===== config.mk =====
export PLATFORM = sky130hd
export DESIGN_NAME = i2s_frame_sequencer_flat
export DESIGN_NICKNAME = d
export VERILOG_FILES = /design/src/rtl/i2s_frame_sequencer_if.sv /design/src/rtl/i2s_frame_sequencer.sv /design/src/flat_wrapper.sv
export SDC_FILE = /design/constraint.sdc
export NUM_CORES = 1
export LEC_CHECK = 0
export BUFFER_PORTS_ARGS = -buffer_cell sky130_fd_sc_hd__buf_2
export CAP_MARGIN = 10
export CORE_UTILIZATION = 55
export CTS_CLUSTER_SIZE = 10
export DETAILED_ROUTE_END_ITERATION = 8
export PLACE_DENSITY_LB_ADDON = 0.15
export SLEW_MARGIN = 10
export SYNTH_ARGS = -nofsm -noshare
export SYNTH_HDL_FRONTEND = slang
export SYNTH_SLANG_ARGS = --single-unit

===== constraint.sdc =====
create_clock -name clk -period 3 [get_ports clk]
set_input_delay 0.15 -clock clk [delete_from_list [all_inputs] [get_ports clk]]
set_output_delay 0.15 -clock clk [all_outputs]
set_load 0.02 [all_outputs]

===== src/rtl/i2s_frame_sequencer_if.sv =====
// ---------------------------------------------------------------------------
// i2s_frame_sequencer_if
// Groups the control, timing and buffer-scheduling signals of the I2S frame
// sequencer.
//   master : the sequencer. It drives ws, the capture window, the buffer
//            write strobe, the read acknowledge and the occupancy flags.
//   slave  : the surrounding logic. It drives enable, clear_overrun and
//            rd_req, and observes everything else.
// Widths follow NUMBER_OF_BITS (bit_index) and BUFFER_DEPTH (addresses, count).
// ---------------------------------------------------------------------------
interface i2s_frame_sequencer_if #(
  parameter int NUMBER_OF_BITS = 8,
  parameter int BUFFER_DEPTH   = 10
);
  localparam int BW = $clog2(NUMBER_OF_BITS);
  localparam int AW = $clog2(BUFFER_DEPTH);
  localparam int CW = $clog2(BUFFER_DEPTH + 1);

  logic          enable;
  logic          clear_overrun;
  logic          rd_req;
  logic          ws;
  logic          capture_en;
  logic [BW-1:0] bit_index;
  logic          wr_en;
  logic [AW-1:0] wr_addr;
  logic          wr_channel;
  logic          rd_ack;
  logic [AW-1:0] rd_addr;
  logic [CW-1:0] count;
  logic          full;
  logic          empty;
  logic          overrun;

  modport master (
    input  enable, clear_overrun, rd_req,
    output ws, capture_en, bit_index, wr_en, wr_addr, wr_channel,
    output rd_ack, rd_addr, count, full, empty, overrun
  );

  modport slave (
    output enable, clear_overrun, rd_req,
    input  ws, capture_en, bit_index, wr_en, wr_addr, wr_channel,
    input  rd_ack, rd_addr, count, full, empty, overrun
  );
endinterface


===== src/rtl/i2s_frame_sequencer.sv =====
// ---------------------------------------------------------------------------
// i2s_frame_sequencer
// Timing master and write/read scheduler for the I2S capture path.
//   - Divides clk into ws half-periods of HALF_FRAME_CYCLES cycles.
//   - After each ws edge it waits one bit (I2S delay), then opens a
//     NUMBER_OF_BITS-cycle capture window (MSB first). On the cycle after
//     that it commits the word into a circular buffer of BUFFER_DEPTH
//     entries.
//   - Serves one consumer through rd_req/rd_ack. It tracks occupancy,
//     full/empty and a sticky overrun flag.
// Ports:
//   clk   : system clock
//   reset : synchronous, active-high reset
//   bus   : i2s_frame_sequencer_if.master
//           inputs  : enable, clear_overrun, rd_req
//           outputs : ws, capture_en, bit_index, wr_en, wr_addr, wr_channel,
//                     rd_ack, rd_addr, count, full, empty, overrun
// ---------------------------------------------------------------------------
module i2s_frame_sequencer #(
  parameter int NUMBER_OF_BITS    = 8,
  parameter int HALF_FRAME_CYCLES = 32,
  parameter int BUFFER_DEPTH      = 10
) (
  input  logic                         clk,
  input  logic                         reset,
  i2s_frame_sequencer_if.master        bus
);
  localparam int BW = $clog2(NUMBER_OF_BITS);
  localparam int AW = $clog2(BUFFER_DEPTH);
  localparam int CW = $clog2(BUFFER_DEPTH + 1);
  localparam int TW = $clog2(HALF_FRAME_CYCLES);

  localparam logic [TW-1:0] CNT_LAST   = TW'(HALF_FRAME_CYCLES - 1);
  localparam logic [BW-1:0] BIT_MSB    = BW'(NUMBER_OF_BITS - 1);
  localparam logic [AW-1:0] ADDR_LAST  = AW'(BUFFER_DEPTH - 1);
  localparam logic [CW-1:0] COUNT_FULL = CW'(BUFFER_DEPTH);

  typedef enum logic [2:0] {IDLE, WAIT_EDGE, DELAY, CAPTURE, COMMIT} state_t;

  state_t        r_state;
  logic [TW-1:0] r_cnt;
  logic          r_ws;
  logic          r_capture_en;
  logic [BW-1:0] r_bit_index;
  logic          r_wr_en;
  logic [AW-1:0] r_wr_addr;
  logic          r_wr_channel;
  logic [AW-1:0] r_wr_ptr;
  logic          r_rd_ack;
  logic [AW-1:0] r_rd_addr;
  logic [AW-1:0] r_rd_ptr;
  logic [CW-1:0] r_count;
  logic          r_overrun;

  logic w_ws_edge;
  logic w_full;
  logic w_empty;
  logic w_commit;
  logic w_write;
  logic w_drop;
  logic w_pop;

  // Circular pointer advance; the depth need not be a power of two.
  function automatic logic [AW-1:0] ptr_inc(input logic [AW-1:0] p);
    return (p == ADDR_LAST) ? '0 : p + 1'b1;
  endfunction

  // ws toggles at the end of this cycle.
  assign w_ws_edge = bus.enable && (r_cnt == CNT_LAST);
  assign w_full    = (r_count == COUNT_FULL);
  assign w_empty   = (r_count == '0);

  // The last capture bit is being sampled, so the COMMIT cycle follows.
  // The write/drop decision is taken here, on the same edge as any pop
  // decision. Full is therefore judged on the pre-pop occupancy.
  assign w_commit = bus.enable && (r_state == CAPTURE) && (r_bit_index == '0);
  assign w_write  = w_commit && !w_full;
  assign w_drop   = w_commit && w_full;
  assign w_pop    = bus.rd_req && !w_empty;

  // ws half-period timer. It freezes while disabled, so re-enabling
  // resumes the frame where it stopped.
  always_ff @(posedge clk) begin
    if (reset) begin
      r_cnt <= '0;
      r_ws  <= 1'b0;
    end else if (bus.enable) begin
      if (r_cnt == CNT_LAST) begin
        r_cnt <= '0;
        r_ws  <= ~r_ws;
      end else begin
        r_cnt <= r_cnt + 1'b1;
      end
    end
  end

  // Capture/commit scheduler. Losing enable abandons any partial word.
  always_ff @(posedge clk) begin
    if (reset) begin
      r_state      <= IDLE;
      r_capture_en <= 1'b0;
      r_bit_index  <= '0;
      r_wr_en      <= 1'b0;
      r_wr_addr    <= '0;
      r_wr_channel <= 1'b0;
    end else begin
      r_wr_en <= 1'b0;
      if (!bus.enable) begin
        r_state      <= IDLE;
        r_capture_en <= 1'b0;
      end else begin
        case (r_state)
          IDLE:      r_state <= WAIT_EDGE;
          WAIT_EDGE: if (w_ws_edge) r_state <= DELAY;
          DELAY: begin
            r_state      <= CAPTURE;
            r_capture_en <= 1'b1;
            r_bit_index  <= BIT_MSB;
          end
          CAPTURE: begin
            if (r_bit_index == '0) begin
              r_state      <= COMMIT;
              r_capture_en <= 1'b0;
              r_wr_en      <= w_write;
              r_wr_addr    <= r_wr_ptr;
              r_wr_channel <= r_ws;
            end else begin
              r_bit_index <= r_bit_index - 1'b1;
            end
          end
          // With the shortest legal half-period the next ws edge can
          // coincide with COMMIT; catching it here keeps that frame.
          COMMIT:    r_state <= w_ws_edge ? DELAY : WAIT_EDGE;
          default:   r_state <= IDLE;
        endcase
      end
    end
  end

  // Buffer bookkeeping: pointers, occupancy, read port and overrun.
  always_ff @(posedge clk) begin
    if (reset) begin
      r_wr_ptr  <= '0;
      r_rd_ptr  <= '0;
      r_rd_ack  <= 1'b0;
      r_rd_addr <= '0;
      r_count   <= '0;
      r_overrun <= 1'b0;
    end else begin
      r_rd_ack <= w_pop;
      if (w_pop) begin
        r_rd_addr <= r_rd_ptr;
        r_rd_ptr  <= ptr_inc(r_rd_ptr);
      end
      if (w_write) begin
        r_wr_ptr <= ptr_inc(r_wr_ptr);
      end
      case ({w_write, w_pop})
        2'b10:   r_count <= r_count + 1'b1;
        2'b01:   r_count <= r_count - 1'b1;
        default: r_count <= r_count;
      endcase
      // A new drop outranks a simultaneous clear.
      if (w_drop) begin
        r_overrun <= 1'b1;
      end else if (bus.clear_overrun) begin
        r_overrun <= 1'b0;
      end
    end
  end

  assign bus.ws         = r_ws;
  assign bus.capture_en = r_capture_en;
  assign bus.bit_index  = r_bit_index;
  assign bus.wr_en      = r_wr_en;
  assign bus.wr_addr    = r_wr_addr;
  assign bus.wr_channel = r_wr_channel;
  assign bus.rd_ack     = r_rd_ack;
  assign bus.rd_addr    = r_rd_addr;
  assign bus.count      = r_count;
  assign bus.full       = w_full;
  assign bus.empty      = w_empty;
  assign bus.overrun    = r_overrun;

endmodule


===== src/flat_wrapper.sv =====
// flat-port wrapper written by rule: the top's interface ports become plain ports
module i2s_frame_sequencer_flat 
#(
  parameter int NUMBER_OF_BITS    = 8,
  parameter int HALF_FRAME_CYCLES = 32,
  parameter int BUFFER_DEPTH      = 10
)
  (clk, reset, bus_enable, bus_clear_overrun, bus_rd_req, bus_ws, bus_capture_en, bus_bit_index, bus_wr_en, bus_wr_addr, bus_wr_channel, bus_rd_ack, bus_rd_addr, bus_count, bus_full, bus_empty, bus_overrun);
  i2s_frame_sequencer_if #(.NUMBER_OF_BITS(NUMBER_OF_BITS), .BUFFER_DEPTH(BUFFER_DEPTH)) bus_i ();
  input  logic clk;
  input  logic reset;
  input wire logic [$bits(bus_i.enable)-1:0] bus_enable;
  input wire logic [$bits(bus_i.clear_overrun)-1:0] bus_clear_overrun;
  input wire logic [$bits(bus_i.rd_req)-1:0] bus_rd_req;
  output wire logic [$bits(bus_i.ws)-1:0] bus_ws;
  output wire logic [$bits(bus_i.capture_en)-1:0] bus_capture_en;
  output wire logic [$bits(bus_i.bit_index)-1:0] bus_bit_index;
  output wire logic [$bits(bus_i.wr_en)-1:0] bus_wr_en;
  output wire logic [$bits(bus_i.wr_addr)-1:0] bus_wr_addr;
  output wire logic [$bits(bus_i.wr_channel)-1:0] bus_wr_channel;
  output wire logic [$bits(bus_i.rd_ack)-1:0] bus_rd_ack;
  output wire logic [$bits(bus_i.rd_addr)-1:0] bus_rd_addr;
  output wire logic [$bits(bus_i.count)-1:0] bus_count;
  output wire logic [$bits(bus_i.full)-1:0] bus_full;
  output wire logic [$bits(bus_i.empty)-1:0] bus_empty;
  output wire logic [$bits(bus_i.overrun)-1:0] bus_overrun;
  assign bus_i.enable = bus_enable;
  assign bus_i.clear_overrun = bus_clear_overrun;
  assign bus_i.rd_req = bus_rd_req;
  assign bus_ws = bus_i.ws;
  assign bus_capture_en = bus_i.capture_en;
  assign bus_bit_index = bus_i.bit_index;
  assign bus_wr_en = bus_i.wr_en;
  assign bus_wr_addr = bus_i.wr_addr;
  assign bus_wr_channel = bus_i.wr_channel;
  assign bus_rd_ack = bus_i.rd_ack;
  assign bus_rd_addr = bus_i.rd_addr;
  assign bus_count = bus_i.count;
  assign bus_full = bus_i.full;
  assign bus_empty = bus_i.empty;
  assign bus_overrun = bus_i.overrun;
  i2s_frame_sequencer #(.NUMBER_OF_BITS(NUMBER_OF_BITS), .HALF_FRAME_CYCLES(HALF_FRAME_CYCLES), .BUFFER_DEPTH(BUFFER_DEPTH)) u_core (.clk(clk), .reset(reset), .bus(bus_i));
endmodule

; Word-level counts from Yosys, hierarchy flattened
; Cells that the tools add are included.
[op_classes]
add_sub_neg = 6
eq_ne = 13
mux = 14
bitwise_logic = 4
reduce_logical = 21
[op_table]
columns = op, count
row1 = $pmux W3 S5, 1
row2 = $add A4 B1 Y4 const B, 3
row3 = $eq A4 B4 Y1 const B, 3
row4 = $mux W3, 3
row5 = $mux W4, 2
row6 = $pmux W4 S2, 1
row7 = $eq A3 B2 Y1 const B, 2
row8 = $logic_and A1 B1 Y1, 6
row9 = $logic_not A3 Y1, 2
row10 = $pmux W3 S2, 1
row11 = $reduce_and A2 Y1, 3
row12 = $reduce_and A3 Y1, 2
row13 = $reduce_bool A2 Y1, 3
row14 = $add A5 B1 Y5 const B, 1
row15 = $eq A5 B5 Y1 const B, 1
row16 = $mux W5, 1
row17 = $logic_not A4 Y1, 1
row18 = $ne A2 B2 Y1 const B, 2
row19 = $not A1 Y1, 4
row20 = $reduce_or A4 Y1, 1
row21 = $sub A4 B1 Y4 const B, 1
row22 = $eq A3 B1 Y1 const B, 1
row23 = $eq A3 B3 Y1 const B, 1
row24 = $mux W1, 3
row25 = 8 further kinds, 9
[word_totals]
regBits = 37
in_bits = 5
out_inout_bits = 23
elab_cells = 72

; Depth between registers and ports, before layout
; Gate-level depths: netlist of the first run.
[logic_depth]
ltp_word = 6
ltp_mapped = 11
mapped_depth_nobuf = 11

; Least setup slack after synthesis of the first run
; Ideal clock, no wire load.
[synth_path]
path_kind = reg-to-reg
from = reg u_core.r_count[2], in the netlist u_core.bus.count[2]
to = reg u_core.r_count[3], in the netlist u_core.bus.count[3]
setup_time_ps = 70
t_arrival_ps = 2730
t_required_ps = 2930
path_slack_ps = 200
stages_incl_launch_ff = 9
path_buffers = 0
period_less_slack_ps = 2800
cell_sequence = dfxtp_1 -> and4bb_4 -> or3_2 -> ha_1 -> ha_1 -> a21oi_1 -> a21oi_1 -> or4_1 -> a21oi_1
[synth_between]
elab_chain_len = 5
word_cells_on_any_way = 12
classes_between = add/sub (2) / eq/ne (3) / mux (1) / reduce/logical (6)
[synth_lines]
columns = element, line_no
row1 = from (decl), i2s_frame_sequencer.sv:52  ; logic [CW-1:0] r_count;
row2 = from (signal assigned), i2s_frame_sequencer.sv:159  ; 2'b10: r_count <= r_count + 1'b1;
row3 = from (signal assigned), i2s_frame_sequencer.sv:160  ; 2'b01: r_count <= r_count - 1'b1;
row4 = from (signal assigned), i2s_frame_sequencer.sv:161  ; default: r_count <= r_count;
row5 = $eq A4 B4 Y1 (*), i2s_frame_sequencer.sv:70  ; assign w_full = (r_count == COUNT_FULL);
row6 = via bus_full, flat_wrapper.sv:24  ; output wire logic [$bits(bus_i.full)-1:0] bus_full;
row7 = $logic_not A1 Y1 (*), i2s_frame_sequencer.sv:77  ; assign w_write = w_commit && !w_full;
row8 = $logic_and A1 B1 Y1 (*), i2s_frame_sequencer.sv:77
row9 = $eq A2 B1 Y1 or $eq A2 B2 Y1 (tied branches), i2s_frame_sequencer.sv:158  ; case ({w_write, w_pop})
row10 = $pmux W4 S2 or $reduce_bool A2 Y1 (tied branches), -
; The timed path passes the listed nets; every way through them passes the cells marked *.
; A chain may end at the register's enable or synchronous reset.

; Worst setup path in the final report of the first run
[layout_path]
from = reg u_core.r_count[2], in the netlist u_core.bus.count[2]
to = reg u_core.r_count[3], in the netlist u_core.bus.count[3]
[layout_between]
elab_chain_len = 5
word_cells_on_any_way = 12
classes_between = add/sub (2) / eq/ne (3) / mux (1) / reduce/logical (6)
[layout_lines]
columns = element, line_no
row1 = $eq A4 B4 Y1 or $logic_not A4 Y1 (tied branches), "i2s_frame_sequencer.sv:70, i2s_frame_sequencer.sv:71"
row2 = $logic_not A1 Y1 (on tied branches), "i2s_frame_sequencer.sv:77, i2s_frame_sequencer.sv:79"
row3 = $logic_and A1 B1 Y1 (on tied branches), "i2s_frame_sequencer.sv:77, i2s_frame_sequencer.sv:79"
row4 = $eq A2 B1 Y1 or $eq A2 B2 Y1 (tied branches), i2s_frame_sequencer.sv:158
row5 = $pmux W4 S2 or $reduce_bool A2 Y1 (tied branches), -
; Several ways; a longest one is shown, not always the timed one.

==> results.sh, run 1 <==
export IMPL_coreArea_um2=2830
export IMPL_overflow=0
export IMPL_violations="DRC"
export IMPL_postRouteAntennaNets=0
export IMPL_post_drt_wl_per_cell_um=13.0
export IMPL_cts_sink_count=37
export IMPL_ys_seq_area_share_pct=43.9
export IMPL_ys_ff_latch=37
export IMPL_postCtsHoldBufs=0
export IMPL_syn_avg_cell_area_um2=9.02
export IMPL_multi_input_area_um2=898
export IMPL_grt_max_degree=36
export IMPL_final_max_slew_viol_count=0
export IMPL_drv_cap=0
export IMPL_drtIter0Drc=76
export IMPL_cts_setup_buffers=0
export IMPL_synth_cells=187
export IMPL_synthTopCellsByArea="dfxtp_1 44%, nor2_1 6.2%, a21oi_1 5.9%, ha_1 5.2%, mux2i_1 4.7%"
export IMPL_nNetsFinal=230
export IMPL_die_h_um=57.4
export IMPL_worst_path_largest_cell_delay_ps=530
export IMPL_worstSetupPathType="register to register"
export IMPL_io_buffers=27
export IMPL_cts_clk_slew_worst_paths_ps=110
export IMPL_leakagePower_nw=0.773
export IMPL_num_rows=19
export IMPL_cts_root_buf="clkbuf_4"
export IMPL_fillCellCount=245
export IMPL_drive_gt1_share_pct=19.8
export IMPL_insertion_delay_ps=340
export IMPL_cp_required_ps=3280
export IMPL_tritoncts="done"
export IMPL_place_hpwl_mm=2.30
export IMPL_synth_common_cells="37 x dfxtp_1, 28 x nor2_1, 20 x a21oi_1"
export IMPL_via_count=1381
export IMPL_slew_limit_headroom_pct=56.0
export IMPL_grt_pass1_vias=1247
export IMPL_power_mw=0.786
export IMPL_fin_crit_sh_pct=95.1
export IMPL_outcome="finished, violations left"
export IMPL_cts_buffer_depth=2
export IMPL_syn_to_final_growth_pct=14.1
export IMPL_crit_path_end_kind="register"
export IMPL_rsz0062_at_grt="no"
export IMPL_drc=2
export IMPL_viasPerCell=5.57
export IMPL_finalSetupTns_ps=0
export IMPL_hold_class="input port to register"
export IMPL_final_seq_area_um2=741
export IMPL_synth_top_area_share_pct=43.9
export IMPL_netlist_area_um2=1690
export IMPL_min_period_ps=2850
export IMPL_die_w_um=57.4
export IMPL_track_usage_pct=21.3
export IMPL_critPathArrivalTime_ps=3130
export IMPL_cts_resized=0
export IMPL_num_io_pins=28
export IMPL_tightest_slew_ps=658
export IMPL_final_cell_area_um2=1920
export IMPL_p_per_area_nw_per_um2=408
export IMPL_grt_pass1_wl_mm=5.33
export IMPL_yosysTopAreaCell="dfxtp_1"
export IMPL_drt_pass1_iterations=6
export IMPL_synth_nets=200
export IMPL_yosysMostFrequentCell="dfxtp_1"
export IMPL_routed_wl_mm=3.23
export IMPL_finalHoldViolCount=0
export IMPL_fmax_ghz=0.350
export IMPL_final_setup_skew_ps=7.77
export IMPL_numCtsBuffers=5
export IMPL_setup_viol=0
export IMPL_start_kind="register"
export IMPL_ctsHtreeMaxLevel=2
export IMPL_place_gp_congestion=0.907
export IMPL_dieArea_um2=3290
export IMPL_n_antenna_cell=0
export IMPL_antenna_found_initial=0
export IMPL_ys_warn_count=0
export IMPL_path_cells="and4bb_4, or3_2, ha_1, ha_4, nand3_1, and3_1, or4_1, a21oi_1"
export IMPL_postSynth_topFlopCell="dfxtp_1"
export IMPL_crit_path_max_fanout=6
export IMPL_synthArstFlopShare_pct=0
export IMPL_vdd_ir_drop_worst_uv=282
export IMPL_place_area_um2=1850
export IMPL_ys_types=41
export IMPL_start_util_pct=59.6
export IMPL_synth_edff_count=0
export IMPL_cpMaxStageDelayCell="dfxtp_1"
sequential cells by signal, indices dropped and copies added (netlist names), 3 cells and up:
register,cells
u_core.bus.bit_index,3
u_core.bus.count,4
u_core.bus.rd_addr,4
u_core.bus.wr_addr,4
u_core.r_cnt,5
u_core.r_rd_ptr,4
u_core.r_state,3
u_core.r_wr_ptr,4
worst paths after layout:
kind / from / to / slack [ps] / cells after the start
max: u_core.bus.count[2] / u_core.bus.count[3] / 150 / 8
min: bus_clear_overrun / u_core.bus.overrun / 110 / 4
max reg2reg: u_core.bus.count[2] / u_core.bus.count[3] / 150 / 8
min reg2reg: u_core.bus.rd_addr[0] / u_core.bus.rd_addr[0] / 460 / 2
per-stage QoR:
step / cells / setup slack (ps) / hold slack [ps] / utilization, %
after floorplan: 187 / 200 / 296 / -
after global placement: 241 / 293 / 441 / 65.5
after detailed placement: 241 / 165 / 448 / 65.5
after CTS: 248 / 139 / 97.9 / 67.4
after global routing: 248 / 24.8 / 90.3 / 68.0
final: 248 / 146 / 106 / 68.0
critical path, delay by kind of cell, from the launching register on:
family / cells / cell delay (ps)
adders and majority gates: 2 / 580
and+or+nand+nor: 5 / 1510
DFF: 1 / 530
AOI/OAI and AO/OA: 1 / 150
where the power goes:
group          internal [mW]  switching [mW]
sequential             0.494         0.00368
combinational        0.00782          0.0135
clock                  0.111           0.156
cell families (layout without fill, tap and decap cells):
group / Yosys count / count (layout) / share of synthesized area, %
compound gates: 35 / 35 / 13.7
xor+xnor: 8 / 8 / 4.15
fa+ha+maj: 8 / 8 / 6.38
buf+inv: 17 / 47 / 3.78
flops: 37 / 37 / 43.9
mux: 8 / 8 / 4.75
simple gates: 74 / 74 / 23.3
routing by layer:
layer / share of wire [%] / track usage [%] / routed length [um] / up-vias
li1: - / - / - / 708
met1: 45 / 24.5 / 1450 / 639
met2: 49 / 33.7 / 1570 / 26
met3: 4.3 / 7.94 / 140 / 8
met4: 2.0 / 12.9 / 66 / 0
met5: 0 / 0 / 0 / -
final cells by class:
class	count	share of cell area [%]
Inverter	11	2.15
Sequential cell	37	38.5
Multi-Input combinational cell	133	46.7
Timing Repair Buffer	29	7.80
Clock buffer	7	2.86
Tap cell	31	2.02
cell usage in the layout, fill, tap and decap left out, types with 2 or more instances in the layout:
master,netlist,layout
nor3_1,2,2
and3_1,3,3
xor2_1,6,6
nand3b_1,6,6
xnor2_1,2,2
buf_4,0,2
nand3_1,2,2
a22oi_1,2,2
nand2b_1,5,5
nor2_1,28,28
buf_2,0,27
ha_1,7,6
clkbuf_4,0,5
o21ai_0,3,3
dfxtp_1,37,37
inv_1,10,10
nor2b_1,4,4
a21oi_1,20,19
nand2_1,13,13
mux2i_1,8,8
No activity file was read; power rests on OpenSTA's default activity.
==> inputs of run 2 (changes only) <==
--- a/config.mk
+++ b/config.mk
@@ -11,6 +11,7 @@
 export CTS_CLUSTER_SIZE = 10
 export DETAILED_ROUTE_END_ITERATION = 8
 export PLACE_DENSITY_LB_ADDON = 0.15
+export RECOVER_POWER = 50
 export SLEW_MARGIN = 10
 export SYNTH_ARGS = -nofsm -noshare
 export SYNTH_HDL_FRONTEND = slang
==> results.sh, run 2 (synthesis gave the netlist of run 1 again) <==
export IMPL_routed_wl_mm=3.27
export IMPL_start_util_pct=59.6
export IMPL_setup_viol=0
export IMPL_fin_crit_sh_pct=94.0
export IMPL_overflow=0
export IMPL_r2r_setup_slack_ps=180
export IMPL_postCtsHoldBufs=0
export IMPL_die_h_um=57.4
export IMPL_worstSetupPathType="register to register"
export IMPL_critPathArrivalTime_ps=3100
export IMPL_drv_cap=0
export IMPL_n_antenna_cell=0
export IMPL_fmax_ghz=0.355
export IMPL_cp_required_ps=3280
export IMPL_grt_pass1_vias=1247
export IMPL_place_hpwl_mm=2.30
export IMPL_final_max_slew_viol_count=0
export IMPL_vdd_ir_drop_worst_uv=282
export IMPL_via_count=1404
export IMPL_leakagePower_nw=0.664
export IMPL_worst_path_largest_cell_delay_ps=510
export IMPL_io_buffers=27
export IMPL_drive_gt1_share_pct=8.76
export IMPL_regMostFlops="u_core.r_cnt"
export IMPL_numCtsBuffers=5
export IMPL_die_w_um=57.4
export IMPL_final_common_cell="dfxtp_1"
export IMPL_crit_path_max_fanout=6
export IMPL_place_gp_congestion=0.907
export IMPL_drtIter0Drc=73
export IMPL_cts_clk_slew_worst_paths_ps=110
export IMPL_postRouteAntennaNets=0
export IMPL_dieArea_um2=3290
export IMPL_largest_reg_flops=5
export IMPL_cts_setup_buffers=0
export IMPL_insertion_delay_ps=340
export IMPL_num_io_pins=28
export IMPL_hp_start="bus_clear_overrun"
export IMPL_syn_to_final_growth_pct=11.1
export IMPL_track_usage_pct=21.3
export IMPL_crit_path_end_kind="register"
export IMPL_place_area_um2=1850
export IMPL_slew_limit_headroom_pct=55.5
export IMPL_hold_class="input port to register"
export IMPL_finalSetupTns_ps=0
export IMPL_cts_buffer_depth=2
export IMPL_finalHoldViolCount=0
export IMPL_violations="DRC"
export IMPL_post_drt_wl_per_cell_um=13.2
export IMPL_path_cells="and4bb_4, or3_2, ha_1, ha_4, nand3_1, and3_1, or4_1, a21oi_1"
export IMPL_rsz0062_at_grt="no"
export IMPL_outcome="finished, violations left"
export IMPL_nNetsFinal=230
export IMPL_ctsHtreeMaxLevel=2
export IMPL_viasPerCell=5.66
export IMPL_crit_buf_inv=0
export IMPL_hold_depth=4
export IMPL_power_mw=0.786
export IMPL_cts_root_buf="clkbuf_4"
export IMPL_min_period_ps=2820
export IMPL_grt_pass1_wl_mm=5.33
export IMPL_r2r_end="u_core.bus.count[3]"
export IMPL_antenna_found_initial=0
export IMPL_layout_common_cells="37 x dfxtp_1, 28 x nor2_1, 24 x clkbuf_1"
export IMPL_grt_max_degree=36
export IMPL_cts_sink_count=37
export IMPL_tritoncts="done"
export IMPL_tightest_slew_ps=665
export IMPL_cpMaxStageDelayCell="or3_2"
export IMPL_num_rows=19
export IMPL_coreArea_um2=2830
export IMPL_p_per_area_nw_per_um2=419
export IMPL_reg2reg_from="u_core.bus.count[2]"
export IMPL_cp_top_family="simple AND/OR/NAND/NOR gates"
export IMPL_start_kind="register"
export IMPL_drt_pass1_iterations=6
export IMPL_final_setup_skew_ps=9.59
export IMPL_ff2ff_path_depth=8
export IMPL_final_cell_area_um2=1870
export IMPL_fin_worst_hold_slack_ps=107
export IMPL_drc=4
export IMPL_min_to="u_core.bus.overrun"
[run 2: through the flow]
step / setup slack [ps] / util, % / instances
after global routing: 51.9 / 66.3 / 248
after CTS: 139 / 67.4 / 248
after floorplan: 200 / - / 187
after detailed placement: 165 / 65.5 / 241
after global placement: 293 / 65.5 / 241
final: 180 / 66.3 / 248
[run 2: cell type report]
class	count	area, um2
well taps	31	38.8
repair buffers	29	119
multi-input cells	133	880
flip-flops and latches	37	741
clock buffers	7	55.1
inverters	11	41.3
fillers	258	955
[run 2: report_power, final]
part           internal, mW  switching (mW)  leakage (nW)
Sequential            0.494         0.00370         0.299
Combinational       0.00761          0.0132         0.334
Clock                 0.111           0.157        0.0314
[run 2: worst max-delay path by stage]
stage / startpoint / endpoint / slack, ps / cells after the start
floorplan: u_core.bus.count[2] / u_core.bus.count[3] / 200 / 8
global placement: u_core.bus.count[0] / u_core.bus.count[3] / 290 / 8
detailed placement: u_core.bus.count[2] / u_core.bus.count[3] / 170 / 8
CTS: u_core.bus.count[2] / u_core.bus.count[3] / 140 / 8
global route: u_core.bus.bit_index[0] / u_core.bus.count[3] / 50 / 10
finish: u_core.bus.count[2] / u_core.bus.count[3] / 180 / 8
[run 2: layer usage]
metal	part of all wire [%]	up-vias	global-route usage, %	wire (um)
met4	2.4	0	12.9	80
met1	44	653	24.5	1450
met2	48	34	33.7	1580
met3	4.8	10	7.94	157
li1	-	707	-	-
met5	0	-	0	0
[run 2: worst min-delay path, stage by stage]
cell	delay [ps]
buf_2	80
nor2b_1	40
a21oi_1	110
nor2_1	40
[run 2: timing repair]
item / 4_1_cts / 5_1_grt
setup endpoints to repair: 0 / 1
gates resized for setup: 0 / 2
endpoints found under the hold margin: 0 / 0
==> inputs of run 3 (changes only) <==
--- a/config.mk
+++ b/config.mk
@@ -7,11 +7,13 @@
 export LEC_CHECK = 0
 export BUFFER_PORTS_ARGS = -buffer_cell sky130_fd_sc_hd__buf_2
 export CAP_MARGIN = 10
+export CORE_MARGIN = 8
 export CORE_UTILIZATION = 55
 export CTS_CLUSTER_SIZE = 10
 export DETAILED_ROUTE_END_ITERATION = 8
 export PLACE_DENSITY_LB_ADDON = 0.15
 export RECOVER_POWER = 50
+export SETUP_SLACK_MARGIN = 0.3
 export SLEW_MARGIN = 10
 export SYNTH_ARGS = -nofsm -noshare
 export SYNTH_HDL_FRONTEND = slang
==> results.sh, run 3 (synthesis gave the netlist of run 1 again) <==
export IMPL_num_io_pins=28
export IMPL_insertion_delay_ps=340
export IMPL_crit_path_end_kind="register"
export IMPL_grt_max_degree=36
export IMPL_start_kind="register"
export IMPL_cp_required_ps=3270
export IMPL_drv_cap=0
export IMPL_io_buffers=27
export IMPL_slew_limit_headroom_pct=54.1
export IMPL_p_per_area_nw_per_um2=410
export IMPL_coreArea_um2=2980
export IMPL_num_rows=20
export IMPL_drt_pass1_iterations=4
export IMPL_finalHoldViolCount=0
export IMPL_final_setup_skew_ps=4.86
export IMPL_final_common_cell="dfxtp_1"
export IMPL_drc=0
export IMPL_largest_reg_flops=5
export IMPL_ctsHtreeMaxLevel=2
export IMPL_finalSetupTns_ps=0
export IMPL_cts_clk_slew_worst_paths_ps=110
export IMPL_final_max_slew_viol_count=0
export IMPL_vdd_ir_drop_worst_uv=230
export IMPL_n_antenna_cell=0
export IMPL_grt_pass1_vias=1327
export IMPL_start_util_pct=56.6
export IMPL_layout_common_cells="37 x dfxtp_1, 28 x nor2_1, 23 x clkbuf_1"
export IMPL_cts_buffer_depth=2
export IMPL_die_h_um=71.4
export IMPL_tritoncts="done"
export IMPL_cts_root_buf="clkbuf_4"
export IMPL_place_gp_congestion=0.836
export IMPL_antenna_found_initial=0
export IMPL_grt_pass1_wl_mm=5.60
export IMPL_rsz0062_at_grt="no"
export IMPL_die_w_um=71.4
export IMPL_via_count=1369
export IMPL_track_usage_pct=13.6
export IMPL_routed_wl_mm=3.39
export IMPL_cts_resized=3
export IMPL_hold_class="input port to register"
export IMPL_critPathArrivalTime_ps=2920
export IMPL_cts_sink_count=37
export IMPL_setup_viol=0
export IMPL_dieArea_um2=5090
export IMPL_tightest_slew_ps=686
export IMPL_nNetsFinal=230
export IMPL_post_drt_wl_per_cell_um=13.5
export IMPL_postRouteAntennaNets=0
export IMPL_viasPerCell=5.45
export IMPL_drive_gt1_share_pct=10.1
export IMPL_regMostFlops="u_core.r_cnt"
export IMPL_drtIter0Drc=80
export IMPL_crit_path_max_fanout=6
export IMPL_place_hpwl_mm=2.42
export IMPL_syn_to_final_growth_pct=11.2
export IMPL_overflow=0
export IMPL_outcome="finished, final reports clean"
export IMPL_leakagePower_nw=0.668
export IMPL_fmax_ghz=0.378
export IMPL_cts_setup_buffers=0
export IMPL_fillCellCount=281
export IMPL_fin_crit_sh_pct=88.2
export IMPL_min_period_ps=2640
export IMPL_power_mw=0.770
export IMPL_worstSetupPathType="register to register"
export IMPL_numCtsBuffers=5
export IMPL_postCtsHoldBufs=0
## run 3: changes by cell type in the layout (fill, tap and decap cells not counted), sizes merged
| cell | previous run | this run |
|---|---|---|
| clkbuf | 30 | 28 |
| clkinv | 1 | 3 |
| buf | 6 | 7 |
## run 3: final timing paths
kind,startpoint,endpoint,slack [ps],depth (start not counted)
setup / recovery,u_core.bus.count[2],u_core.bus.count[3],360,8
setup reg to reg,u_core.bus.count[2],u_core.bus.count[3],360,8
hold / removal,bus_clear_overrun,u_core.bus.overrun,110,4
hold reg to reg,u_core.bus.rd_addr[0],u_core.bus.rd_addr[0],470,2
## run 3: area by class of cell
cell class | count | area, um2 | area share [%]
multi-input cells | 133 | 883 | 47.1
flip-flops and latches | 37 | 741 | 39.5
repair buffers | 29 | 118 | 6.27
clock buffers | 6 | 41.3 | 2.20
inverters | 11 | 41.3 | 2.20
well taps | 33 | 41.3 | 2.20
clock inverters | 2 | 10.0 | 0.534
## run 3: routing by layer
layer	routed length [um]	track usage (%)	vias to the layer above
met5	0	0	-
met4	79	8.78	0
met3	177	5.16	8
met2	1620	22.3	25
met1	1520	14.2	628
li1	-	-	708
## run 3: report_power, final
part | total (mW) | internal (mW) | switching (mW) | leakage (nW)
Clock | 0.251 | 0.0893 | 0.161 | 0.0320
Sequential | 0.498 | 0.494 | 0.00376 | 0.299
Combinational | 0.0214 | 0.00768 | 0.0137 | 0.337
Total | 0.770 | 0.591 | 0.179 | 0.668
## run 3: stage by stage
stage	util, %	area, um2	cells	hold slack [ps]	setup slack [ps]
floorplan	-	1690	187	296	309
global placement	62.4	1860	243	443	334
detailed placement	62.4	1860	243	448	200
CTS	64.7	1930	251	101	339
global route	63.0	1880	251	124	242
finish	63.0	1880	251	107	355
## run 3: critical path, cell delays in order (launching register included)
cell and delay (ps):
dfxtp_1 480, and4bb_4 290, or3_1 430, ha_2 230, ha_4 290, nand3_1 90, and3_1 200, or4_1 400
a21oi_1 160
